## config.mk

```make
export PLATFORM = sky130hd
export DESIGN_NAME = vga_timing
export DESIGN_NICKNAME = d
export VERILOG_FILES = /design/src/rtl/vga_timing_pkg.sv /design/src/rtl/wrap_counter.sv /design/src/rtl/vga_timing.sv
export SDC_FILE = /design/constraint.sdc
export NUM_CORES = 1
export LEC_CHECK = 0
export ABC_AREA = 0
export CELL_PAD_IN_SITES_DETAIL_PLACEMENT = 1
export CELL_PAD_IN_SITES_GLOBAL_PLACEMENT = 2
export CORE_MARGIN = 3
export CORE_UTILIZATION = 28
export CTS_CLUSTER_SIZE = 24
export DETAILED_ROUTE_END_ITERATION = 7
export GPL_TIMING_DRIVEN = 0
export PLACE_DENSITY_LB_ADDON = 0.08
export SLEW_MARGIN = 40
export SYNTH_ARGS = -nofsm -noshare
export SYNTH_HDL_FRONTEND = slang
export SYNTH_SLANG_ARGS = --single-unit
```

## constraint.sdc

```tcl
create_clock -name clk -period 2.25 [get_ports clk]
set_clock_uncertainty 0.1 [all_clocks]
set_input_delay 0.3375 -clock clk [delete_from_list [all_inputs] [get_ports clk]]
set_output_delay 0.3375 -clock clk [all_outputs]
set_load 0.01 [all_outputs]
```

## src/rtl/vga_timing_pkg.sv

```systemverilog
// Shared VGA timing definitions: coordinate width, default 640x480@60 timing
// constants, the registered flag bundle and a window-compare helper.
package vga_timing_pkg;

  localparam int unsigned COORD_W = 11;

  localparam int unsigned DEF_H_ACTIVE = 640;
  localparam int unsigned DEF_H_FP     = 16;
  localparam int unsigned DEF_H_SYNC   = 96;
  localparam int unsigned DEF_H_BP     = 48;

  localparam int unsigned DEF_V_ACTIVE = 480;
  localparam int unsigned DEF_V_FP     = 10;
  localparam int unsigned DEF_V_SYNC   = 2;
  localparam int unsigned DEF_V_BP     = 33;

  typedef logic [COORD_W-1:0] coord_t;

  // Per-pixel flags registered alongside the coordinates.
  typedef struct packed {
    logic de;
    logic hsync;
    logic vsync;
    logic line_start;
    logic frame_start;
  } vga_flags_t;

  // True when lo <= v < hi_excl.
  function automatic logic in_window(coord_t v, coord_t lo, coord_t hi_excl);
    return (v >= lo) && (v < hi_excl);
  endfunction

endpackage

```

## src/rtl/wrap_counter.sv

```systemverilog
// Modulo (MAX+1) counter; reset loads MAX so the first increment lands on 0.
// Ports: clk, rst_n (async, active-low, loads MAX), inc (advance one step),
//        count (registered value), wrap (inc while at MAX),
//        count_next_c (value count takes at the next clk).
module wrap_counter
  import vga_timing_pkg::*;
#(
  parameter int unsigned MAX = 799
) (
  input  logic   clk,
  input  logic   rst_n,
  input  logic   inc,
  output coord_t count,
  output logic   wrap,
  output coord_t count_next_c
);

  coord_t count_q;
  coord_t count_d;
  logic   at_max;

  // Next-count and wrap decode.
  always_comb begin
    at_max  = (count_q == COORD_W'(MAX));
    count_d = count_q;
    wrap    = 1'b0;
    if (inc) begin
      wrap    = at_max;
      count_d = at_max ? '0 : count_q + COORD_W'(1);
    end
  end

  always_ff @(posedge clk or negedge rst_n) begin
    if (!rst_n) begin
      count_q <= COORD_W'(MAX);
    end else begin
      count_q <= count_d;
    end
  end

  assign count        = count_q;
  assign count_next_c = count_d;

endmodule

```

## src/rtl/vga_timing.sv

```systemverilog
// VGA raster timing generator. Horizontal and vertical wrap counters produce
// the pixel position; all flags are computed from the next-state coordinates
// so they are registered in the same cycle as the x/y they describe.
// Ports: clk, rst_n (async active-low), ce (pixel enable),
//        x/y (current coordinates), de (visible area), hsync/vsync (SYNC_POL
//        when asserted), line_start/frame_start (one-cycle entry pulses).
module vga_timing
  import vga_timing_pkg::*;
#(
  parameter int unsigned H_ACTIVE = DEF_H_ACTIVE,
  parameter int unsigned H_FP     = DEF_H_FP,
  parameter int unsigned H_SYNC   = DEF_H_SYNC,
  parameter int unsigned H_BP     = DEF_H_BP,
  parameter int unsigned V_ACTIVE = DEF_V_ACTIVE,
  parameter int unsigned V_FP     = DEF_V_FP,
  parameter int unsigned V_SYNC   = DEF_V_SYNC,
  parameter int unsigned V_BP     = DEF_V_BP,
  parameter logic        SYNC_POL = 1'b0
) (
  input  logic        clk,
  input  logic        rst_n,
  input  logic        ce,
  output logic [10:0] x,
  output logic [10:0] y,
  output logic        de,
  output logic        hsync,
  output logic        vsync,
  output logic        line_start,
  output logic        frame_start
);

  localparam int unsigned H_TOTAL  = H_ACTIVE + H_FP + H_SYNC + H_BP;
  localparam int unsigned V_TOTAL  = V_ACTIVE + V_FP + V_SYNC + V_BP;
  localparam int unsigned HS_START = H_ACTIVE + H_FP;
  localparam int unsigned HS_END   = HS_START + H_SYNC;
  localparam int unsigned VS_START = V_ACTIVE + V_FP;
  localparam int unsigned VS_END   = VS_START + V_SYNC;

  coord_t     x_cnt;
  coord_t     y_cnt;
  coord_t     x_nxt;
  coord_t     y_nxt;
  logic       h_wrap;
  logic       v_wrap;
  vga_flags_t flags_d;
  vga_flags_t flags_q;

  // Horizontal axis advances on every enabled pixel.
  wrap_counter #(
    .MAX (H_TOTAL - 1)
  ) u_h_cnt (
    .clk          (clk),
    .rst_n        (rst_n),
    .inc          (ce),
    .count        (x_cnt),
    .wrap         (h_wrap),
    .count_next_c (x_nxt)
  );

  // Vertical axis advances only when the line wraps.
  wrap_counter #(
    .MAX (V_TOTAL - 1)
  ) u_v_cnt (
    .clk          (clk),
    .rst_n        (rst_n),
    .inc          (h_wrap),
    .count        (y_cnt),
    .wrap         (v_wrap),
    .count_next_c (y_nxt)
  );

  // Flags decoded from the next coordinates; with ce=0 the next coordinates
  // equal the current ones, so the level flags hold and the pulses drop.
  always_comb begin
    flags_d             = '0;
    flags_d.de          = (x_nxt < COORD_W'(H_ACTIVE)) && (y_nxt < COORD_W'(V_ACTIVE));
    flags_d.hsync       = in_window(x_nxt, COORD_W'(HS_START), COORD_W'(HS_END))
                          ? SYNC_POL : ~SYNC_POL;
    flags_d.vsync       = in_window(y_nxt, COORD_W'(VS_START), COORD_W'(VS_END))
                          ? SYNC_POL : ~SYNC_POL;
    flags_d.line_start  = h_wrap;
    flags_d.frame_start = h_wrap & v_wrap;
  end

  always_ff @(posedge clk or negedge rst_n) begin
    if (!rst_n) begin
      flags_q             <= '0;
      flags_q.hsync       <= ~SYNC_POL;
      flags_q.vsync       <= ~SYNC_POL;
    end else begin
      flags_q <= flags_d;
    end
  end

  assign x           = x_cnt;
  assign y           = y_cnt;
  assign de          = flags_q.de;
  assign hsync       = flags_q.hsync;
  assign vsync       = flags_q.vsync;
  assign line_start  = flags_q.line_start;
  assign frame_start = flags_q.frame_start;

endmodule

```

=== After elaboration in Yosys (flattened, before gate mapping) ===
Index checks and enable logic that the tools add are counted.

* Reductions and logical operators: 3
* Bitwise operators: 1
* Multiplexer cells: 8
* Order comparisons: 6
* Equal/unequal tests: 2
* $add $sub $neg: 2

{| class="wikitable"
|+ Operator list
! kind !! count
|-
| 2-to-1 mux 11 bit || 4
|-
| adder 11 x 1 -> 11 bit (second input constant) || 2
|-
| == test 11 x 10 -> 1 bit (second input constant) || 2
|-
| less-than comparator 11 x 10 -> 1 bit (second input constant) || 2
|-
| less-than comparator 11 x 9 -> 1 bit (second input constant) || 2
|-
| greater-or-equal comparator 11 x 10 -> 1 bit (second input constant) || 1
|-
| greater-or-equal comparator 11 x 9 -> 1 bit (second input constant) || 1
|-
| 2-to-1 mux 1 bit || 4
|-
| logical AND 1 bit || 3
|-
| AND 1 bit || 1
|}

* Word-level logic and storage cells: 29
* Output and inout port bits: 27
* Flip-flop bits (word level): 27

=== Logic depth before layout (Yosys ltp) ===
* Word-level depth: 6
* Depth in mapped cells: 9
* Mapped depth without buffers: 8

=== Modules after synthesis ===
From an unflattened synthesis, not the netlist that was laid out.

* Cell total of the unflattened synthesis: 134
* Area, all modules: 1388.8 um^2

{| class="wikitable"
|+ By module, submodules not included
! module !! instances !! cells each !! area an instance (um^2)
|-
| wrap_counter (u_v_cnt) || 1 || 61 || 603.1
|-
| wrap_counter (u_h_cnt) || 1 || 57 || 580.6
|-
| vga_timing || 1 || 16 || 205.2
|}

=== Worst setup path before layout ===
Ideal clock, no wire load.

* Path kind: reg-to-reg
* From: reg u_h_cnt.count_q[5] (netlist: u_h_cnt.count[5])
* To: reg u_v_cnt.count_q[6] (netlist: u_v_cnt.count[6])
* Cell stages (with the launch flop): 7
* Required time: 2.022 ns
* Buffers on the path: 1
* Library setup time: 0.128 ns
* Path slack: -0.087 ns
* Arrival: 2.109 ns
* Cell sequence: dfrtp_1 -> or4_4 -> or4_4 -> inv_2 -> buf_4 -> nand4_1 -> mux2_1

{| class="wikitable"
|+ RTL lines
! element !! line !! text
|-
| start: declaration || wrap_counter.sv:18 || <nowiki>coord_t count_q;</nowiki>
|-
| start signal: assignment || wrap_counter.sv:35 || <nowiki>count_q <= COORD_W'(MAX);</nowiki>
|-
| start signal: assignment || wrap_counter.sv:37 || <nowiki>count_q <= count_d;</nowiki>
|-
| end signal: assignment || wrap_counter.sv:35 ||
|-
| end signal: assignment || wrap_counter.sv:37 ||
|-
| end: declaration || wrap_counter.sv:18 ||
|}

=== Worst setup path in the final report ===
* From: reg u_h_cnt.count_q[5] (netlist: u_h_cnt.count[5])
* To: reg u_v_cnt.count_q[10] (netlist: u_v_cnt.count[10])

* Cells in the longest elaborated chain, start to end: 3

{| class="wikitable"
|+ Ends and longest elaborated chain
! element !! line !! text
|-
| == test 11 x 10 -> 1 bit || wrap_counter.sv:24 || <nowiki>at_max = (count_q == COORD_W'(MAX));</nowiki>
|-
| 2-to-1 mux 1 bit || wrap_counter.sv:27 || <nowiki>if (inc) begin</nowiki>
|-
| 2-to-1 mux 11 bit || wrap_counter.sv:27 ||
|-
| via u_v_cnt.count_next_c[10] || wrap_counter.sv:15 || <nowiki>output coord_t count_next_c</nowiki>
|}

The timed path passes the listed nets, and every way through them passes these cells.

==> reports/metrics.cfg <==
[critical_path]
r2r_setup_slack_ns = -0.19
crit_chain = or4_4 -> or4_4 -> buf_8 -> buf_4 -> buf_6 -> nor2_2 -> nor2_1 -> a41o_1
crit_start = u_h_cnt.count[5]$_DFF_PN0_
r2r_end = u_v_cnt.count[10]$_DFF_PN0_
worstReg2RegStart = u_h_cnt.count[5]$_DFF_PN0_
cp.buffers_inverters = 3
crit_path_max_incr_delay_ns = 0.55
slowest_stage = or4_4
crit_family = simple AND/OR/NAND/NOR gates
path_class = reg2reg
rr_worst_depth = 8
required_ns = 2.33
cp.arrival_ns = 2.52
cp-end-kind = register
cp_max_fo = 5
crit_cells = 8
critPathMostFrequentCell = or4_4
start_kind = register
cp-endpoint = u_v_cnt.count[10]$_DFF_PN0_

[synthesis]
yosys_warnings = 0
ys_seq_area_share_pct = 43.2
synth_ff_type = dfrtp_1
syn_area_um2 = 1600
synth-seq-cells = 27
yosysMostFrequentCell = nand2_1
synth_nets = 180
synth_area_leader_cell = dfrtp_1
synthTopCellsByArea = dfrtp_1 23%, dfstp_2 20%, xnor2_1 4.9%, nand2_1 4.5%, o21ai_0 3.1%
synth_cell_type_count = 50
synth.avg_cell_area_um2 = 9.18
synthCells = 174
synth_common_cells = 19 x nand2_1, 15 x dfrtp_1, 12 x dfstp_2, 12 x nor2_1, 10 x o21ai_0
async_reset_ff_share_pct = 100
synth_top_area_share_pct = 23.5
synth_edf_count = 0

[layout]
layout.nets = 228
n_antenna_cell = 0
fin_util_pct = 42.2
drive_gt1_share_pct = 27.6
areaGrowthSynthToFinish_pct = 40.1

[routing]
drtAntennaViolNets = 0
dr.pass1.iters = 4
routed_via_density = 5.17
drc = 0
drtIter0Drc = 72
avgRoutedWirePerCell_um = 16.8
vias = 1504
wirelength_mm = 4.88

[clock_tree]
cts-htree-levels = 1
cts_tree = yes
path_clk_slew_ns = 0.11
cts_num_sinks = 27
clk_latency_ns = 0.28
tritoncts.num_buffers = 3
cts_root_buf = clkbuf_8
clock_path_buffers = 2

[sta]
fin_crit_ns = 2.44
relSlewSlack_pct = 57.8
hold_viol_final = 0
whs_ns = 0.280
worst_pin_slew_ns = 0.633
final_max_slew_viol_count = 0
rsz0062_at_grt = yes
fmax_mhz = 410
finalCritPeriodShare_pct = 108
setup_viol = 11
setup_ws_ns = -0.191

[place]
finalWeightedCongestion = 0.752
io_buffers = 28
place_ws_ns = -0.273
dp_hpwl_mm = 3.42

[floorplanning]
die_area_um2 = 6650
initial_utilization_pct = 30.1
rows = 26
coreArea_um2 = 5300
die_h_um = 81.5
ios = 30
die_width_um = 81.5

[run_status]
violations = setup timing
status = complete, but fails checks

[worst_hold_path]
min_path_cells = 3
hold_class = in2reg

[global_route]
grt_util_all_layers_pct = 15.9
grtUsageMet3_pct = 2.85
grt_overflow = 0
grt_pass1_wl_mm = 8.18
grt_pass1_vias = 1629
grt_max_degree = 28
grtUsageMet1_pct = 22.1
busiest_layer = met2
antenna_found_initial = 0
grt_use_met2_pct = 24.9

[run]
cap_violations = 0

[power_and_ir_drop]
powerDensity_nw_per_um2 = 548
ir_drop_mv = 0.268
p_leak_nw = 0.883

[routing by layer]
layer  up-vias  routed length [um]  share of wire [%]
li1        728                   -                  -
met1       743                2390                 49
met2        29                2300                 47
met3         4                 161                3.3
met4         0                  36               0.74
met5         -                   0                  0
[how the worst min path moves through the flow]
stage	from	endpoint	slack (ns)
floorplan	rst_n	de$_DFF_PN0_	-0.06
global placement	u_h_cnt.count[1]$_DFF_PN1_	u_h_cnt.count[1]$_DFF_PN1_	0.38
detailed placement	rst_n	u_v_cnt.count[5]$_DFF_PN0_	0.30
CTS	ce	u_h_cnt.count[1]$_DFF_PN1_	0.28
global route	ce	u_h_cnt.count[1]$_DFF_PN1_	0.30
finish	ce	u_h_cnt.count[1]$_DFF_PN1_	0.28
[placed cells by master, fill, tap and decap left out, types with 2 or more instances in the layout]
cell type | netlist | layout
o21ai_2 | 0 | 2
o21ai_0 | 10 | 8
o22ai_1 | 3 | 3
o31ai_1 | 2 | 2
dfrtp_1 | 15 | 13
a21oi_1 | 7 | 6
o21ai_1 | 3 | 3
dfstp_2 | 12 | 12
nor2b_1 | 2 | 2
nand4_1 | 6 | 6
nand4b_1 | 2 | 2
or4_4 | 2 | 2
xor2_1 | 2 | 2
a31o_2 | 2 | 2
ha_1 | 3 | 2
nor3_1 | 4 | 4
and3_1 | 7 | 7
inv_1 | 6 | 6
nand3_1 | 6 | 4
clkbuf_8 | 0 | 3
nand3_2 | 0 | 2
clkbuf_1 | 7 | 5
buf_4 | 1 | 10
buf_6 | 1 | 4
nor3b_1 | 2 | 2
dfrtp_2 | 0 | 2
nor4_1 | 2 | 2
a21o_1 | 2 | 2
buf_8 | 0 | 2
clkdlybuf4s50_1 | 0 | 27
nand2_1 | 19 | 18
xnor2_1 | 9 | 8
nor2_1 | 12 | 10
clkbuf_2 | 0 | 2
nand2b_1 | 3 | 2
[logic make-up (layout without fill, tap and decap cells)]
kind of cell               count (synthesis)  after routing  share of synthesized area, %
adders and majority gates                  3              3                          2.35
xor gates and xnor gates                  11             11                          6.03
muxes                                      1              1                         0.705
DFF                                       27             27                          43.2
AOI/OAI and AO/OA                         38             38                          15.7
and+or+nand+nor                           78             78                          27.6
buffers and inverters                     16             63                          4.46
[final cells by class]
| type | instances | area, um2 |
|---|---|---|
| clock inverters | 1 | 7.51 |
| well taps | 70 | 87.6 |
| repair buffers | 43 | 405 |
| inverters | 7 | 33.8 |
| clock buffers | 3 | 41.3 |
| multi-input cells | 131 | 911 |
| plain buffers | 9 | 58.8 |
| flip-flops and latches | 27 | 693 |
| fillers | 620 | 3060 |
[flip-flops by register name (all words and copies together), names as in the netlist]
register / count
frame_start: 1
u_h_cnt.count: 11
u_v_cnt.count: 11
vsync: 1
line_start: 1
hsync: 1
de: 1
[timing repair]
action	in CTS	in global routing
endpoints found under the hold margin	15	0
pin swaps	8	7
hold buffers	1	0
resized for setup	14	18
setup endpoints to repair	12	16
buffers inserted	9	6
[tightest hold or removal path: cells and delay by family]
kind            cells  cell delay [ns]
compound gates      1             0.06
buf+inv             1             0.17
simple gates        1             0.10
[power breakdown]
| group | switching (mW) | total [mW] | internal (mW) |
|---|---|---|---|
| registers | 0.0572 | 0.619 | 0.562 |
| clock network | 0.174 | 0.300 | 0.126 |
| logic | 0.141 | 0.306 | 0.165 |
[per-stage QoR]
stage / TNS, ns / total power [mW] / instances / instance area (um2)
after floorplan: -0.0774 / 0.767 / 174 / 1610
after global placement: -0.863 / 0.902 / 272 / 1980
after detailed placement: -1.22 / 0.917 / 272 / 1970
after CTS: -1.43 / 1.24 / 286 / 2150
after global routing: -2.06 / 1.31 / 291 / 2240
final: -1.01 / 1.23 / 291 / 2240
Power figures use the tool's default switching activity.
